File: config.mk
export PLATFORM = sky130hd
export DESIGN_NAME = if_id_skid_flat
export DESIGN_NICKNAME = d
export VERILOG_FILES = /design/src/rtl/if_id_skid_if.sv /design/src/rtl/if_id_skid.sv /design/src/flat_wrapper.sv
export SDC_FILE = /design/constraint.sdc
export NUM_CORES = 1
export LEC_CHECK = 0
export CAP_MARGIN = 20
export CORE_ASPECT_RATIO = 1.25
export CORE_MARGIN = 8
export CORE_UTILIZATION = 52
export CTS_BUF_LIST = sky130_fd_sc_hd__clkbuf_16
export CTS_CLUSTER_SIZE = 16
export DETAILED_ROUTE_END_ITERATION = 8
export PLACE_DENSITY = 0.85
export SLEW_MARGIN = 20
export SYNTH_ARGS = -nofsm -noshare
export SYNTH_HDL_FRONTEND = slang
export SYNTH_SLANG_ARGS = --single-unit
File: constraint.sdc
create_clock -name clk -period 4.6 [get_ports clk]
set_input_delay 0.69 -clock clk [delete_from_list [all_inputs] [get_ports clk]]
set_output_delay 0.69 -clock clk [all_outputs]
set_load 0.01 [all_outputs]
File: src/rtl/if_id_skid_if.sv
// Fetch/decode beat channel: valid/ready handshake carrying pc, instruction, exception and
// delay-slot flag.
interface if_id_skid_if #(
   parameter int unsigned PC_W   = 32,
   parameter int unsigned INST_W = 32,
   parameter int unsigned EXC_W  = 4
);
   logic              valid;
   logic              ready;
   logic [PC_W-1:0]   pc;
   logic [INST_W-1:0] inst;
   logic [EXC_W-1:0]  exc;
   logic              ds;

   modport master (output valid, pc, inst, exc, ds, input ready);
   modport slave  (input valid, pc, inst, exc, ds, output ready);
endinterface

File: src/rtl/if_id_skid.sv
// IF/ID pipeline register with one-entry skid buffer; ready towards fetch is registered so
// decode backpressure never reaches fetch combinationally.
module if_id_skid #(
   parameter int unsigned PC_W   = 32,
   parameter int unsigned INST_W = 32,
   parameter int unsigned EXC_W  = 4,
   parameter int unsigned CNT_W  = 16
) (
   input  logic             clk,
   input  logic             rst,
   if_id_skid_if.slave      in_ch,
   if_id_skid_if.master     out_ch,
   input  logic             flush,
   output logic [CNT_W-1:0] stall_cnt
);
   localparam int unsigned BeatW = PC_W + INST_W + EXC_W + 1;

   typedef enum logic [1:0] {StEmpty, StOne, StFull} state_e;

   state_e           state_q;
   logic             ready_q;
   logic             valid_q;
   logic [BeatW-1:0] main_q;
   logic [BeatW-1:0] skid_q;
   logic [CNT_W-1:0] cnt_q;
   logic [BeatW-1:0] in_beat;
   logic             in_xfer;
   logic             out_xfer;

   assign in_beat  = {in_ch.pc, in_ch.inst, in_ch.exc, in_ch.ds};
   assign in_xfer  = in_ch.valid & ready_q;
   assign out_xfer = valid_q & out_ch.ready;

   assign in_ch.ready  = ready_q;
   assign out_ch.valid = valid_q;
   assign {out_ch.pc, out_ch.inst, out_ch.exc, out_ch.ds} = main_q;
   assign stall_cnt = cnt_q;

   always_ff @(posedge clk) begin
      if (rst) begin
         state_q <= StEmpty;
         ready_q <= 1'b1;
         valid_q <= 1'b0;
         main_q  <= '0;
         skid_q  <= '0;
         cnt_q   <= '0;
      end else begin
         // Stall counting ignores flush: a stalled beat still cost decode a cycle.
         if (valid_q && !out_ch.ready && cnt_q != {CNT_W{1'b1}}) begin
            cnt_q <= cnt_q + 1'b1;
         end
         if (flush) begin
            state_q <= StEmpty;
            ready_q <= 1'b1;
            valid_q <= 1'b0;
            main_q  <= '0;
            skid_q  <= '0;
         end else begin
            unique case (state_q)
               StEmpty: begin
                  if (in_xfer) begin
                     main_q  <= in_beat;
                     valid_q <= 1'b1;
                     state_q <= StOne;
                  end
               end
               StOne: begin
                  if (in_xfer && out_xfer) begin
                     main_q <= in_beat;
                  end else if (in_xfer) begin
                     skid_q  <= in_beat;
                     ready_q <= 1'b0;
                     state_q <= StFull;
                  end else if (out_xfer) begin
                     // Cleared fields present a NOP to decode while empty.
                     main_q  <= '0;
                     valid_q <= 1'b0;
                     state_q <= StEmpty;
                  end
               end
               StFull: begin
                  if (out_xfer) begin
                     main_q  <= skid_q;
                     skid_q  <= '0;
                     ready_q <= 1'b1;
                     state_q <= StOne;
                  end
               end
               default: begin
                  state_q <= StEmpty;
                  ready_q <= 1'b1;
                  valid_q <= 1'b0;
                  main_q  <= '0;
                  skid_q  <= '0;
               end
            endcase
         end
      end
   end
endmodule

File: src/flat_wrapper.sv
// flat-port wrapper written by rule: the top's interface ports become plain ports
module if_id_skid_flat 
#(
   parameter int unsigned PC_W   = 32,
   parameter int unsigned INST_W = 32,
   parameter int unsigned EXC_W  = 4,
   parameter int unsigned CNT_W  = 16
)
  (clk, rst, flush, stall_cnt, in_ch_valid, in_ch_pc, in_ch_inst, in_ch_exc, in_ch_ds, in_ch_ready, out_ch_valid, out_ch_pc, out_ch_inst, out_ch_exc, out_ch_ds, out_ch_ready);
  if_id_skid_if #(.PC_W(PC_W), .INST_W(INST_W), .EXC_W(EXC_W)) in_ch_i ();
  if_id_skid_if #(.PC_W(PC_W), .INST_W(INST_W), .EXC_W(EXC_W)) out_ch_i ();
  input  logic clk;
  input  logic rst;
  input  logic flush;
  output logic [CNT_W-1:0] stall_cnt;
  input wire logic [$bits(in_ch_i.valid)-1:0] in_ch_valid;
  input wire logic [$bits(in_ch_i.pc)-1:0] in_ch_pc;
  input wire logic [$bits(in_ch_i.inst)-1:0] in_ch_inst;
  input wire logic [$bits(in_ch_i.exc)-1:0] in_ch_exc;
  input wire logic [$bits(in_ch_i.ds)-1:0] in_ch_ds;
  output wire logic [$bits(in_ch_i.ready)-1:0] in_ch_ready;
  output wire logic [$bits(out_ch_i.valid)-1:0] out_ch_valid;
  output wire logic [$bits(out_ch_i.pc)-1:0] out_ch_pc;
  output wire logic [$bits(out_ch_i.inst)-1:0] out_ch_inst;
  output wire logic [$bits(out_ch_i.exc)-1:0] out_ch_exc;
  output wire logic [$bits(out_ch_i.ds)-1:0] out_ch_ds;
  input wire logic [$bits(out_ch_i.ready)-1:0] out_ch_ready;
  assign in_ch_i.valid = in_ch_valid;
  assign in_ch_i.pc = in_ch_pc;
  assign in_ch_i.inst = in_ch_inst;
  assign in_ch_i.exc = in_ch_exc;
  assign in_ch_i.ds = in_ch_ds;
  assign in_ch_ready = in_ch_i.ready;
  assign out_ch_valid = out_ch_i.valid;
  assign out_ch_pc = out_ch_i.pc;
  assign out_ch_inst = out_ch_i.inst;
  assign out_ch_exc = out_ch_i.exc;
  assign out_ch_ds = out_ch_i.ds;
  assign out_ch_i.ready = out_ch_ready;
  if_id_skid #(.PC_W(PC_W), .INST_W(INST_W), .EXC_W(EXC_W), .CNT_W(CNT_W)) u_core (.clk(clk), .rst(rst), .in_ch(in_ch_i), .out_ch(out_ch_i), .flush(flush), .stall_cnt(stall_cnt));
endmodule
==> results.md <==
- Once detail routing completed, the nets flagged for antenna violations numbered 0.
- The arrival time of data at the critical path endpoint is 3030 ps.
- The TritonCTS clock tree is built.
- Static timing analysis puts the maximum clock frequency at 372 MHz.
- The floorplan step defined a die boundary enclosing 15,600 um2.
- The number of fill cells in the layout is 899.
- The routability congestion estimate from global placement is 0.805.
- By area the synthesized netlist is led by sky130_fd_sc_hd__dfxtp_1 (51%), sky130_fd_sc_hd__a222oi_1 (11%), sky130_fd_sc_hd__a21oi_1 (6.5%).
- The prevailing post-synth register cell is sky130_fd_sc_hd__dfxtp_1.
- At the later pin of the worst-skew pair, clock insertion delay measures 420 ps.
- The pin count of the biggest net entering global routing is 78.
- The share of post-route cells with drive strength above 1 is 7.61%.
- The summed instance area of the synthesized netlist is 6160 um2.
- The number of flops mapped to enable cells by yosys is 0.
- Across the run, the number of max-cap violations was 0.
- The minimum setup slack among reg-to-reg paths is 2290 ps.
- For this block, the via count after detailed routing is roughly 6,000.
- The critical path endpoint category is a flop.
- The total power per unit cell area is 360 nW/um2.
- For the worst setup path, the data required time is between 4000 and 5000 ps.
- The actual transition at the worst max-transition pin is between 800 and 900 ps.
- The area of all placed cells without fillers is just over 8000 um2.
- The relative max-transition margin is 39.9%.
- The endpoint identified for the worst register-to-register timing path is u_core.skid_q[26].
- The die is 113 um wide.
- The first-pass iteration count of the detailed router is 9.
- The launch point of the worst path is in_ch_valid.
- The most area-hungry cell type in the Yosys netlist is sky130_fd_sc_hd__dfxtp_1.
- Adding up every negative setup slack in the final design gives 0 ps.
- The number of standard cells in the layout, taps in and fillers out is 953.
- The number of gates given a new drive strength after cts is 0.
- The endpoint of the most critical setup path is u_core.skid_q[26].
- Across the routed clock network, the largest skew measured is 6.05 ps.
- Setup repair after global routing left no endpoint under its margin.
- The longest individual stage delay on the worst path is approximately 670 ps.
- After detailed routing, the number of remaining DRC violations is 0.
- The library cell with the highest instance count after synthesis is sky130_fd_sc_hd__dfxtp_1.
- The clock sink count is 158.
- The number of nets in the layout is 877.
- The initial cell density of the core is 53.3%.
- The cell sitting at the root of the clock tree is a sky130_fd_sc_hd__clkbuf_16.
- The number of failing hold endpoints at the final stage is 0.
- The count of unique library cells instantiated by Yosys is 52.
- The count of yosys warnings during synthesis is 0.
- Compared with the post-synthesis result, the final layout area differs by 34.3%.
- The number of CTS-inserted buffers is 17.
- The via count of the first global-routing pass was 5,976.
- The sum of overflow across all layers after global routing is 0.
- 161 I/O pins were placed.
- Once placement completed, the tool counted placed cells totaling 921.
- The placed wire-length estimate after detailed placement is 12.1 mm.
- The antenna diode count is 0.
- After clock tree synthesis, the clock-pin slew on the worst setup and hold paths is 60 ps.
- The placed instances occupy a cell area of ~7700 um2.
- STA classifies the critical path startpoint as a primary input.
- Wires add up to around 18 mm.
- The startpoint of the worst-slack reg-to-reg timing path is u_core.state_q[1].
- The period utilization is 58.4%.
- In this run the worst path has a maximum fanout of 36.
- The synthesized design contains 158 register bits.
- The initialized floorplan defines 44 standard-cell rows.
- The critical path goes through clkdlybuf4s50_1 > and3b_1 > and3_2 > buf_4 > nand2_1 > a21oi_1.
- The core area is 11,600 um2.
- By count the netlist is led by sky130_fd_sc_hd__dfxtp_1 (158), sky130_fd_sc_hd__a21oi_1 (80), sky130_fd_sc_hd__nand2_1 (80).
- The class of the worst hold path is reg -> reg.
- The cell count of the worst reg-to-reg path is 5.
- The y dimension of the die is 138 um.
- The minimum period implied by the final worst setup slack is 2690 ps.
- The flow ran to the end, and the final reports show no timing, DRC or antenna violations.
- The routed wirelength normalized by instance count is 19.3 um.
- The first-iteration detailed-routing DRC count is 664.
- The number of max-slew violations in the final report came to 0.
- The share of the yosys chip area belonging to registers is between 50% and 60%.
- The slowest library cell on the worst path is sky130_fd_sc_hd__and3_2.
- After clock tree synthesis, the flow added hold-fix buffers numbering 0.
- The leakage power total is 2.78 nW.
- Across every metal layer, demand over resource in global routing totals 23.2%.
- The worst setup path category is in -> reg.
- Hold is met by 478 ps.
- The net count after synthesis is between 700 and 800.
- The count of input and output buffers is 160.
- CTS built an H-tree with a depth of 4.
- The highest ir drop seen on vdd is between 0.0002 and 0.0003 V.
- The number of buffers on the longest clock path is 2.
- In the synthesized netlist, the number of instances is roughly 680.
- The number of antenna violations at the first check in global routing is 0.
- At the end of the flow the core is filled with cells to 71.5%.
- The synthesized area per cell is 9.08 um2.
- The via count normalized by instance count is 6.33.
- Once the clock tree was built, the setup fixing pass inserted 0 buffers.
- The synthesized design devotes to its leading area cell type 51.4% of total area.
- For this run, asynchronously set or reset flops after synthesis account for 0%.
- The first global-routing pass estimated approximately 29 mm of wire.
- The total setup violations reported at the end of the flow is 0.
how the worst min path moves through the flow:
| stage | end | slack (ps) | from | depth (start not counted) |
|---|---|---|---|---|
| detailed placement | u_core.skid_q[64] | 470 | u_core.skid_q[64] | 2 |
| global route | u_core.skid_q[24] | 500 | u_core.skid_q[24] | 2 |
| global placement | u_core.skid_q[46] | 460 | u_core.skid_q[46] | 2 |
| finish | u_core.skid_q[64] | 480 | u_core.skid_q[64] | 2 |
| CTS | u_core.skid_q[64] | 480 | u_core.skid_q[64] | 2 |
| floorplan | u_core.skid_q[0] | 450 | u_core.skid_q[0] | 2 |
stage by stage:
step | setup WS [ps] | power, W
finish | 1910 | 0.00298
global route | 1780 | 0.00307
CTS | 1940 | 0.00299
detailed placement | 1510 | 0.00176
global placement | 1660 | 0.00175
floorplan | 2800 | 0.00160
cell usage in the layout, fill, tap and decap left out, types with 2 or more instances in the layout:
| master | n |
|---|---|
| sky130_fd_sc_hd__nand4_2 | 3 |
| sky130_fd_sc_hd__buf_4 | 8 |
| sky130_fd_sc_hd__clkinvlp_4 | 8 |
| sky130_fd_sc_hd__o21ai_0 | 71 |
| sky130_fd_sc_hd__nor3_1 | 3 |
| sky130_fd_sc_hd__o41ai_1 | 2 |
| sky130_fd_sc_hd__nand2_1 | 80 |
| sky130_fd_sc_hd__inv_1 | 3 |
| sky130_fd_sc_hd__o31ai_1 | 5 |
| sky130_fd_sc_hd__nand3_1 | 7 |
| sky130_fd_sc_hd__nor4_1 | 3 |
| sky130_fd_sc_hd__o311ai_0 | 2 |
| sky130_fd_sc_hd__a21oi_1 | 79 |
| sky130_fd_sc_hd__clkinv_2 | 3 |
| sky130_fd_sc_hd__or4_1 | 5 |
| sky130_fd_sc_hd__nor2b_1 | 5 |
| sky130_fd_sc_hd__mux2_2 | 2 |
| sky130_fd_sc_hd__mux2i_1 | 3 |
| sky130_fd_sc_hd__buf_12 | 2 |
| sky130_fd_sc_hd__clkdlybuf4s50_1 | 160 |
| sky130_fd_sc_hd__clkbuf_16 | 17 |
| sky130_fd_sc_hd__nand4_1 | 3 |
| sky130_fd_sc_hd__nor2_1 | 79 |
| sky130_fd_sc_hd__a222oi_1 | 69 |
| sky130_fd_sc_hd__clkinv_1 | 2 |
| sky130_fd_sc_hd__dfxtp_1 | 158 |
cell families (layout without fill, tap and decap cells):
| group | count (synthesis) | count (layout) | synth area share, % |
|---|---|---|---|
| simple gates | 205 | 205 | 15.6 |
| compound gates | 238 | 238 | 26.1 |
| mux | 7 | 7 | 1.28 |
| fa+ha+maj | 1 | 1 | 0.203 |
| buf+inv | 68 | 205 | 5.34 |
| flops | 158 | 158 | 51.4 |
| xor+xnor | 1 | 1 | 0.142 |
critical path, delay by kind of cell:
family / cells / cell delay (ps)
buffers and inverters: 2 / 1070
and+or+nand+nor: 3 / 1090
AOI/OAI and AO/OA: 1 / 170
where the power goes:
part           internal, W  switching (W)  leakage (nW)  total (W)
clock network     0.000682       0.000563         0.234    0.00125
logic             0.000147       0.000170          1.26   0.000317
registers          0.00140      0.0000206          1.28    0.00142
total              0.00223       0.000754          2.78    0.00298
routing by layer:
| metal | share of wire, % | global-route usage [%] |
|---|---|---|
| met5 | 0 | 0 |
| met4 | 2.5 | 11.5 |
| met3 | 8.1 | 7.19 |
| met2 | 50 | 39.6 |
| met1 | 39 | 25.9 |
area by class of cell:
class                   count  area, um2  share of cell area [%]
flip-flops and latches    158       3160                    38.2
repair buffers            170       1700                    20.6
well taps                 138        173                    2.09
multi-input cells         452       2700                    32.6
inverters                   3       11.3                   0.136
clock buffers              17        425                    5.14
clock inverters            15        100                    1.21
state kept, by name, indices dropped and copies added (netlist names):
signal               count
u_core.state_q           2
u_core.main_q           69
u_core.in_ch.ready       1
u_core.skid_q           69
u_core.out_ch.valid      1
u_core.stall_cnt        16
(Power assumes the default switching activity.)
